==> config.mk <==
export PLATFORM = sky130hd
export DESIGN_NAME = logic_func_pipe_flat
export DESIGN_NICKNAME = d
export VERILOG_FILES = /design/src/rtl/logic_func_pipe_pkg.sv /design/src/rtl/logic_func_pipe_if.sv /design/src/rtl/logic_pipe_stage.sv /design/src/rtl/logic_func_pipe.sv /design/src/flat_wrapper.sv
export SDC_FILE = /design/constraint.sdc
export NUM_CORES = 1
export LEC_CHECK = 0
export CAP_MARGIN = 20
export CORE_ASPECT_RATIO = 1.75
export CORE_MARGIN = 2
export CORE_UTILIZATION = 51
export CTS_CLUSTER_DIAMETER = 30
export DETAILED_ROUTE_END_ITERATION = 10
export PLACE_DENSITY = 0.8
export SLEW_MARGIN = 30
export SYNTH_ARGS = -nofsm -noshare
export SYNTH_HDL_FRONTEND = slang
export SYNTH_SLANG_ARGS = --single-unit
==> constraint.sdc <==
create_clock -name clk -period 1.8 [get_ports clk]
set_input_delay 0.27 -clock clk [delete_from_list [all_inputs] [get_ports clk]]
set_output_delay 0.27 -clock clk [all_outputs]
set_load 0.005 [all_outputs]
==> src/rtl/logic_func_pipe_pkg.sv <==
// Shared opcode encoding and the bitwise operator used by both pipeline stages.
package logic_func_pkg;

  typedef logic [1:0] op_t;

  localparam op_t OP_OR   = 2'b00;
  localparam op_t OP_AND  = 2'b01;
  localparam op_t OP_XOR  = 2'b10;
  localparam op_t OP_NAND = 2'b11;

  // Widest lane apply_op handles; callers zero-extend operands and truncate the result.
  localparam int MAX_W = 64;

  function automatic logic [MAX_W-1:0] apply_op(input op_t op,
                                               input logic [MAX_W-1:0] x,
                                               input logic [MAX_W-1:0] y);
    logic [MAX_W-1:0] r;
    case (op)
      OP_OR:   r = x | y;
      OP_AND:  r = x & y;
      OP_XOR:  r = x ^ y;
      default: r = ~(x & y);
    endcase
    return r;
  endfunction

endpackage

==> src/rtl/logic_func_pipe_if.sv <==
// Input/output handshake bundle of logic_func_pipe; slave is the pipeline side.
interface logic_func_pipe_if
  import logic_func_pkg::*;
#(
  parameter int WIDTH = 8
);
  logic             in_valid;
  logic             in_ready;
  logic [WIDTH-1:0] a;
  logic [WIDTH-1:0] b;
  logic [WIDTH-1:0] c;
  op_t              op1;
  op_t              op2;
  logic             out_valid;
  logic             out_ready;
  logic [WIDTH-1:0] f1;
  logic [WIDTH-1:0] f2;

  modport master (
    output in_valid, a, b, c, op1, op2, out_ready,
    input  in_ready, out_valid, f1, f2
  );

  modport slave (
    input  in_valid, a, b, c, op1, op2, out_ready,
    output in_ready, out_valid, f1, f2
  );
endinterface

==> src/rtl/logic_pipe_stage.sv <==
// One valid/ready register slice: loads when empty or draining, holds while stalled.
module logic_pipe_stage #(
  parameter int             W       = 8,
  parameter logic [W-1:0]   RST_VAL = '0
) (
  input  logic         clk,
  input  logic         rst_n,
  input  logic         in_valid,
  output logic         in_ready,
  input  logic [W-1:0] in_data,
  output logic         out_valid,
  input  logic         out_ready,
  output logic [W-1:0] out_data
);

  assign in_ready = !out_valid || out_ready;

  // Payload is kept when not loading so a consumer ignoring out_valid sees the last result.
  always_ff @(posedge clk or negedge rst_n) begin
    if (!rst_n) begin
      out_valid <= 1'b0;
      out_data  <= RST_VAL;
    end else if (in_valid && in_ready) begin
      out_valid <= 1'b1;
      out_data  <= in_data;
    end else if (out_ready) begin
      out_valid <= 1'b0;
    end
  end

endmodule

==> src/rtl/logic_func_pipe.sv <==
// Two-stage registered boolean pipeline: f1 = OP1(a,b), f2 = OP2(f1,c), with a handoff counter.
module logic_func_pipe
  import logic_func_pkg::*;
#(
  parameter int WIDTH  = 8,   // must not exceed MAX_W
  parameter int F1_RST = 1,
  parameter int CNT_W  = 16
) (
  input  logic             clk,
  input  logic             rst_n,
  logic_func_pipe_if.slave bus,
  output logic [CNT_W-1:0] result_count
);

  localparam int              P1_W   = 2*WIDTH + 2;
  localparam int              P2_W   = 2*WIDTH;
  localparam logic [P2_W-1:0] P2_RST = {{WIDTH{F1_RST[0]}}, {WIDTH{1'b0}}};

  // ---- stage 0: OP1 in front of the first slice; op2 and c ride along ----
  logic [WIDTH-1:0] f1_p0;
  logic [P1_W-1:0]  pay_p0;
  logic [P1_W-1:0]  pay_p1;
  logic             vld_p1;
  logic             rdy_p1;

  assign f1_p0  = WIDTH'(apply_op(bus.op1, MAX_W'(bus.a), MAX_W'(bus.b)));
  assign pay_p0 = {f1_p0, bus.c, bus.op2};

  logic_pipe_stage #(
    .W       (P1_W),
    .RST_VAL ('0)
  ) u_s1 (
    .clk       (clk),
    .rst_n     (rst_n),
    .in_valid  (bus.in_valid),
    .in_ready  (bus.in_ready),
    .in_data   (pay_p0),
    .out_valid (vld_p1),
    .out_ready (rdy_p1),
    .out_data  (pay_p1)
  );

  // ---- stage 1: OP2 on the registered f1 so f1/f2 always come from one input ----
  logic [WIDTH-1:0] f1_p1;
  logic [WIDTH-1:0] c_p1;
  logic [WIDTH-1:0] f2_p1;
  op_t              op2_p1;
  logic [P2_W-1:0]  pay_p2;

  assign {f1_p1, c_p1, op2_p1} = pay_p1;
  assign f2_p1 = WIDTH'(apply_op(op2_p1, MAX_W'(f1_p1), MAX_W'(c_p1)));

  logic_pipe_stage #(
    .W       (P2_W),
    .RST_VAL (P2_RST)
  ) u_s2 (
    .clk       (clk),
    .rst_n     (rst_n),
    .in_valid  (vld_p1),
    .in_ready  (rdy_p1),
    .in_data   ({f1_p1, f2_p1}),
    .out_valid (bus.out_valid),
    .out_ready (bus.out_ready),
    .out_data  (pay_p2)
  );

  // ---- stage 2: output register drives the bus ----
  assign bus.f1 = pay_p2[P2_W-1 -: WIDTH];
  assign bus.f2 = pay_p2[WIDTH-1:0];

  always_ff @(posedge clk or negedge rst_n) begin
    if (!rst_n) begin
      result_count <= '0;
    end else if (bus.out_valid && bus.out_ready) begin
      result_count <= result_count + CNT_W'(1);
    end
  end

endmodule

==> src/flat_wrapper.sv <==
// flat-port wrapper written by rule: the top's interface ports become plain ports
module logic_func_pipe_flat import logic_func_pkg::*;
#(
  parameter int WIDTH  = 8,                           
  parameter int F1_RST = 1,
  parameter int CNT_W  = 16
)
  (clk, rst_n, result_count, bus_in_valid, bus_a, bus_b, bus_c, bus_op1, bus_op2, bus_out_ready, bus_in_ready, bus_out_valid, bus_f1, bus_f2);
  logic_func_pipe_if #(.WIDTH(WIDTH)) bus_i ();
  input  logic clk;
  input  logic rst_n;
  output logic [CNT_W-1:0] result_count;
  input wire logic [$bits(bus_i.in_valid)-1:0] bus_in_valid;
  input wire logic [$bits(bus_i.a)-1:0] bus_a;
  input wire logic [$bits(bus_i.b)-1:0] bus_b;
  input wire logic [$bits(bus_i.c)-1:0] bus_c;
  input wire logic [$bits(bus_i.op1)-1:0] bus_op1;
  input wire logic [$bits(bus_i.op2)-1:0] bus_op2;
  input wire logic [$bits(bus_i.out_ready)-1:0] bus_out_ready;
  output wire logic [$bits(bus_i.in_ready)-1:0] bus_in_ready;
  output wire logic [$bits(bus_i.out_valid)-1:0] bus_out_valid;
  output wire logic [$bits(bus_i.f1)-1:0] bus_f1;
  output wire logic [$bits(bus_i.f2)-1:0] bus_f2;
  assign bus_i.in_valid = bus_in_valid;
  assign bus_i.a = bus_a;
  assign bus_i.b = bus_b;
  assign bus_i.c = bus_c;
  assign bus_i.op1 = bus_op1;
  assign bus_i.op2 = bus_op2;
  assign bus_i.out_ready = bus_out_ready;
  assign bus_in_ready = bus_i.in_ready;
  assign bus_out_valid = bus_i.out_valid;
  assign bus_f1 = bus_i.f1;
  assign bus_f2 = bus_i.f2;
  logic_func_pipe #(.WIDTH(WIDTH), .F1_RST(F1_RST), .CNT_W(CNT_W)) u_core (.clk(clk), .rst_n(rst_n), .bus(bus_i), .result_count(result_count));
endmodule
Word-level counts from Yosys, hierarchy flattened
Cells that the tools add are included.
{"block": "totals", "regBits": 52, "wordCells": 35, "out_inout_bits": 34, "input_bits": 32}
{"block": "op_classes", "n_eq_ne": 4, "reduce_logical": 11, "n_mux": 6, "bitwise": 8, "n_addsub": 1}
{"operator": "$pmux 8 s3", "n": 2}
{"operator": "$add 16x1->16 const B", "n": 1}
{"operator": "$and 8x8->8", "n": 2}
{"operator": "$not 8->8", "n": 2}
{"operator": "$or 8x8->8", "n": 2}
{"operator": "$xor 8x8->8", "n": 2}
{"operator": "$eq 2x1->1 const B", "n": 2}
{"operator": "$eq 2x2->1 const B", "n": 2}
{"operator": "$logic_not 2->1", "n": 2}
{"operator": "$mux 1", "n": 4}
{"operator": "$reduce_bool 2->1", "n": 2}
{"operator": "$logic_and 1x1->1", "n": 3}
{"operator": "$logic_not 1->1", "n": 2}
{"operator": "$logic_or 1x1->1", "n": 2}

Logic depth before layout (Yosys ltp)
{"block": "depth", "depth_word": 5, "mapped_depth": 6, "mapped_depth_nobuf": 6}

Hierarchy
Synthesis repeated with hierarchy kept, for this count alone.
{"block": "unflattened", "hier_cells": 293, "area_unflattened_um2": 3194.3}
{"mod": "logic_func_pipe", "cells_each": 215, "seq_area_each_um2": 400.4, "instances": 1, "area_each_um2": 1730.4}
{"mod": "logic_pipe_stage at u_core.u_s1", "cells_each": 41, "seq_area_each_um2": 475.5, "instances": 1, "area_each_um2": 758.2}
{"mod": "logic_pipe_stage at u_core.u_s2", "cells_each": 37, "seq_area_each_um2": 435.4, "instances": 1, "area_each_um2": 705.7}

Least setup slack after synthesis
No wires, ideal clock.
{"block": "synth_path", "kind": "reg-to-reg", "startpoint": "register u_core.result_count[0]", "endpoint": "register u_core.result_count[12]", "n_path_buf": 0, "arrival_time_ns": 1.239, "slack_ns": 0.482, "stages_incl_launch_ff": 6, "path_cell_list": "dfrtp_1 -> ha_1 -> nand2_1 -> or3_4 -> nor2_2 -> xor2_1"}
{"block": "synth_via", "elab_chain_len": 1}
{"element": "from (decl)", "line_no": "logic_func_pipe.sv:12", "rtl": "output logic [CNT_W-1:0] result_count"}
{"element": "from (signal assigned)", "line_no": "logic_func_pipe.sv:75", "rtl": "result_count <= result_count + CNT_W'(1);"}
{"element": "$add 16x1->16", "line_no": "logic_func_pipe.sv:75"}
No other way between the ends.
A chain may end at the register's enable or synchronous reset.

Worst setup path after layout
{"block": "layout_path", "startpoint": "input bus_out_ready", "endpoint": "output bus_in_ready"}
{"block": "layout_via", "elab_chain_len": 2}
{"element": "from (decl)", "line_no": "flat_wrapper.sv:19", "rtl": "input wire logic [$bits(bus_i.out_ready)-1:0] bus_out_ready;"}
{"element": "$logic_or 1x1->1 (2 in a row)", "line_no": "logic_pipe_stage.sv:16", "rtl": "assign in_ready = !out_valid || out_ready;"}
{"element": "to (decl)", "line_no": "flat_wrapper.sv:20", "rtl": "output wire logic [$bits(bus_i.in_ready)-1:0] bus_in_ready;"}
No other way between the ends.

==> impl_metrics.sql <==
INSERT INTO impl_metrics (metric_group, metric, value, unit) VALUES
('floorplanning', 'number_of_i_o_pins', '66', ''),
('power', 'internal_power', '2.49', 'mW'),
('drt', 'detail_route.first_pass.iterations', '4', ''),
('sta', 'fin_setup_tns', '0', 'ns'),
('sta', 'report.final.hold_viol_count', '0', ''),
('sta', 'min_period', '1.76', 'ns'),
('synthesis', 'cell_types_with_the_largest_area_share_after_synthesis', 'sky130_fd_sc_hd__dfrtp_1 36%, sky130_fd_sc_hd__ha_1 13%, sky130_fd_sc_hd__dfstp_2 6.8%', ''),
('placement', 'place.detailed.instances', '446', ''),
('sta', 'final-max-slew-violation-count', '0', ''),
('drt', 'drtIter0Drc', '56', ''),
('drt', 'route.detailed.wl_per_inst', '12.2', 'um'),
('floorplanning', 'die_area', '0.00669', 'mm^2'),
('outcome', 'outcome', 'finished, final reports clean', ''),
('drt', 'drt_drc_violations_left', '0', ''),
('synthesis', 'ys_dominant_reg_cell', 'sky130_fd_sc_hd__dfrtp_1', ''),
('synthesis', 'synthMostInstantiatedCell', 'sky130_fd_sc_hd__dfrtp_1', ''),
('global_routing', 'first_global_vias', '2258', ''),
('setup_path', 'setup.worst_path.class', 'input port to primary output', ''),
('layout', 'nNetsFinal', '442', ''),
('clock_network', 'number_of_levels_the_h_tree_was_split_into', '2', ''),
('sta', 'setup_viol', '0', ''),
('sta', 'slew-limit-headroom', '53.3', '%'),
('placement', 'detailedPlacementHpwl', '4.34', 'mm'),
('run', 'maxCapViolCount', '0', ''),
('placement', 'place.gp.congestion', '0.752', ''),
('power', 'power_frac_seq', '47.4', '%'),
('floorplanning', 'die_y', '107', 'um'),
('placement', 'pre_cts_ws', '0.0395', 'ns'),
('clock_network', 'clock_insertion_delay_worst_skew', '0.31', 'ns'),
('placement', 'placedInstanceArea', '0.00385', 'mm^2'),
('power', 'report.power.total', '3.52', 'mW'),
('power', 'power.share.clock', '20.5', '%'),
('drt', 'detailroute.via_count', '2275', ''),
('synthesis', 'synthesis.area', '0.00308', 'mm^2'),
('synthesis', 'yosys.area.top_type', 'sky130_fd_sc_hd__dfrtp_1', ''),
('hold_path', 'hold_path.class', 'input port to async pin', ''),
('power', 'p_sw', '1.04', 'mW'),
('synthesis', 'netlist.area_leader.share', '35.8', '%'),
('layout', 'layout.cells.non_filler', '456', ''),
('sta', 'fin_crit_sh', '97.7', '%'),
('layout', 'area_growth', '28.9', '%'),
('power', 'combinationalPowerShare', '32.1', '%'),
('global_routing', 'grt.total_usage', '18.4', '%'),
('clock_network', 'cts.clk_slew.worst_paths', '0.09', 'ns'),
('global_routing', 'antenna_found_initial', '0', ''),
('floorplanning', 'rows', '37', ''),
('sta', 'timing.final.ws_setup', '0.0419', 'ns'),
('synthesis', 'synth.distinct_cells', '35', ''),
('global_routing', 'global_route_wire_length_before_repair', '9.86', 'mm'),
('sta', 'clock-skew-final', '0.00590', 'ns'),
('clock_network', 'root_buffer', 'sky130_fd_sc_hd__clkbuf_8', ''),
('synthesis', 'yosys-top-cells-count', '44 x sky130_fd_sc_hd__dfrtp_1, 37 x sky130_fd_sc_hd__inv_1, 37 x sky130_fd_sc_hd__nand2_1', ''),
('global_routing', 'grt_start_max_net_pins', '53', ''),
('synthesis', 'synth.yosys.seq_area_share', '42.6', '%'),
('synthesis', 'synth.ff_latch_count', '52', ''),
('drt', 'final_antenna_net_count', '0', ''),
('synthesis', 'synth_nets', '374', ''),
('clock_network', 'cts_inserted_buffers', '5', ''),
('synthesis', 'syn-instance-count', '309', ''),
('drt', 'via_per_inst', '4.99', ''),
('power', 'swShare', '29.4', '%'),
('synthesis', 'synth_edf_count', '0', ''),
('clock_network', 'cts_resized', '0', ''),
('clock_network', 'cts_sinks', '52', ''),
('setup_path', 'worstPathMaxFanout', '4', ''),
('setup_path', 'worstPathArrival', '1.49', 'ns'),
('layout', 'layout-drive-gt1-share', '12.7', '%'),
('placement', 'io_buffers', '65', ''),
('clock_network', 'tritoncts', 'yes', ''),
('setup_path', 'required', '1.53', 'ns'),
('power', 'maximum_vdd_ir_drop', '0.000415', 'V');
==> worst max-delay path, cell delays in order <==
cell and delay (ns):
sky130_fd_sc_hd__clkdlybuf4s50_1 0.52, sky130_fd_sc_hd__nand3b_1 0.18, sky130_fd_sc_hd__clkdlybuf4s50_1 0.52
==> state kept, by name, indices dropped and copies added (netlist names) <==
| register | cells |
|---|---|
| u_core.u_s1.out_data | 18 |
| u_core.result_count | 16 |
| u_core.u_s2.out_data | 16 |
| u_core.u_s1.out_valid | 1 |
| u_core.u_s2.out_valid | 1 |
==> cells in the final DEF (no fill, tap or decap), types with 2 or more instances in the layout <==
master	count
sky130_fd_sc_hd__nor3_1	2
sky130_fd_sc_hd__and4_4	2
sky130_fd_sc_hd__mux2i_1	5
sky130_fd_sc_hd__o21ai_1	7
sky130_fd_sc_hd__ha_1	33
sky130_fd_sc_hd__buf_4	3
sky130_fd_sc_hd__o31a_1	7
sky130_fd_sc_hd__clkbuf_8	7
sky130_fd_sc_hd__o21ai_0	30
sky130_fd_sc_hd__dfrtp_1	44
sky130_fd_sc_hd__a21oi_1	2
sky130_fd_sc_hd__nor2b_1	23
sky130_fd_sc_hd__dfstp_2	8
sky130_fd_sc_hd__nand2b_1	3
sky130_fd_sc_hd__clkdlybuf4s50_1	64
sky130_fd_sc_hd__nand4_1	2
sky130_fd_sc_hd__mux2_2	16
sky130_fd_sc_hd__xnor2_1	15
sky130_fd_sc_hd__inv_1	37
sky130_fd_sc_hd__nand2_1	37
sky130_fd_sc_hd__nor2_1	2
sky130_fd_sc_hd__xor2_1	8
sky130_fd_sc_hd__buf_12	4
sky130_fd_sc_hd__nand3_1	5
==> stage by stage <==
stage | hold WS [ns] | utilization (%)
floorplan | -0.0256 | -
global placement | 0.280 | 65.9
detailed placement | 0.284 | 65.9
CTS | 0.482 | 67.8
global route | 0.495 | 68.0
finish | 0.473 | 68.0
==> final timing paths <==
path	startpoint	endpoint	slack, ns	cells past startpoint
max in group asynchronous	rst_n	u_core.u_s2.out_data[13]	1.03	3
min in group clk	u_core.u_s2.out_data[12]	u_core.u_s2.out_data[12]	0.48	2
setup reg to reg	u_core.u_s1.out_data[0]	u_core.u_s2.out_data[6]	0.28	4
hold reg to reg	u_core.u_s2.out_data[12]	u_core.u_s2.out_data[12]	0.48	2
hold / removal	rst_n	u_core.u_s2.out_data[4]	0.47	3
setup / recovery	bus_out_ready	bus_in_ready	0.04	3
==> cell families (layout without fill, tap and decap cells) <==
kind of cell	count (synthesis)	after routing	synth area share, %
simple gates	85	85	14.8
flops	52	52	42.6
buf+inv	49	118	6.71
compound gates	46	46	8.34
fa+ha+maj	33	33	13.4
xor+xnor	23	23	6.55
mux	21	21	7.49
==> timing repair <==
| action | CTS | global route |
|---|---|---|
| endpoints found under the hold margin | 44 | 0 |
| setup buffers | 0 | 1 |
| hold buffers | 1 | 0 |
| setup endpoints to repair | 0 | 1 |
==> metal layers <==
layer | global-route usage [%] | share of wire, % | routed length [um]
met2 | 34.1 | 56 | 3120
met5 | 0 | 0 | 0
met4 | 8.57 | 1.9 | 104
met3 | 4.41 | 4.2 | 235
met1 | 19.2 | 38 | 2100
==> power by group through the flow <==
stage	Clock (mW)	Sequential, mW	Combinational [mW]
after global placement	0	1.68	1.09
after global routing	0.792	1.71	1.28
final	0.723	1.67	1.13
after detailed placement	0	1.70	1.14
after CTS	0.750	1.67	1.15
after floorplan	0	1.65	0.585
==> cell type report <==
cell class	instances	area [um^2]
inverters	37	139
clock buffers	8	100
fillers	493	1870
well taps	78	97.6
flip-flops and latches	52	1310
repair buffers	73	758
multi-input cells	208	1560
No activity file was read; power rests on OpenSTA's default activity.
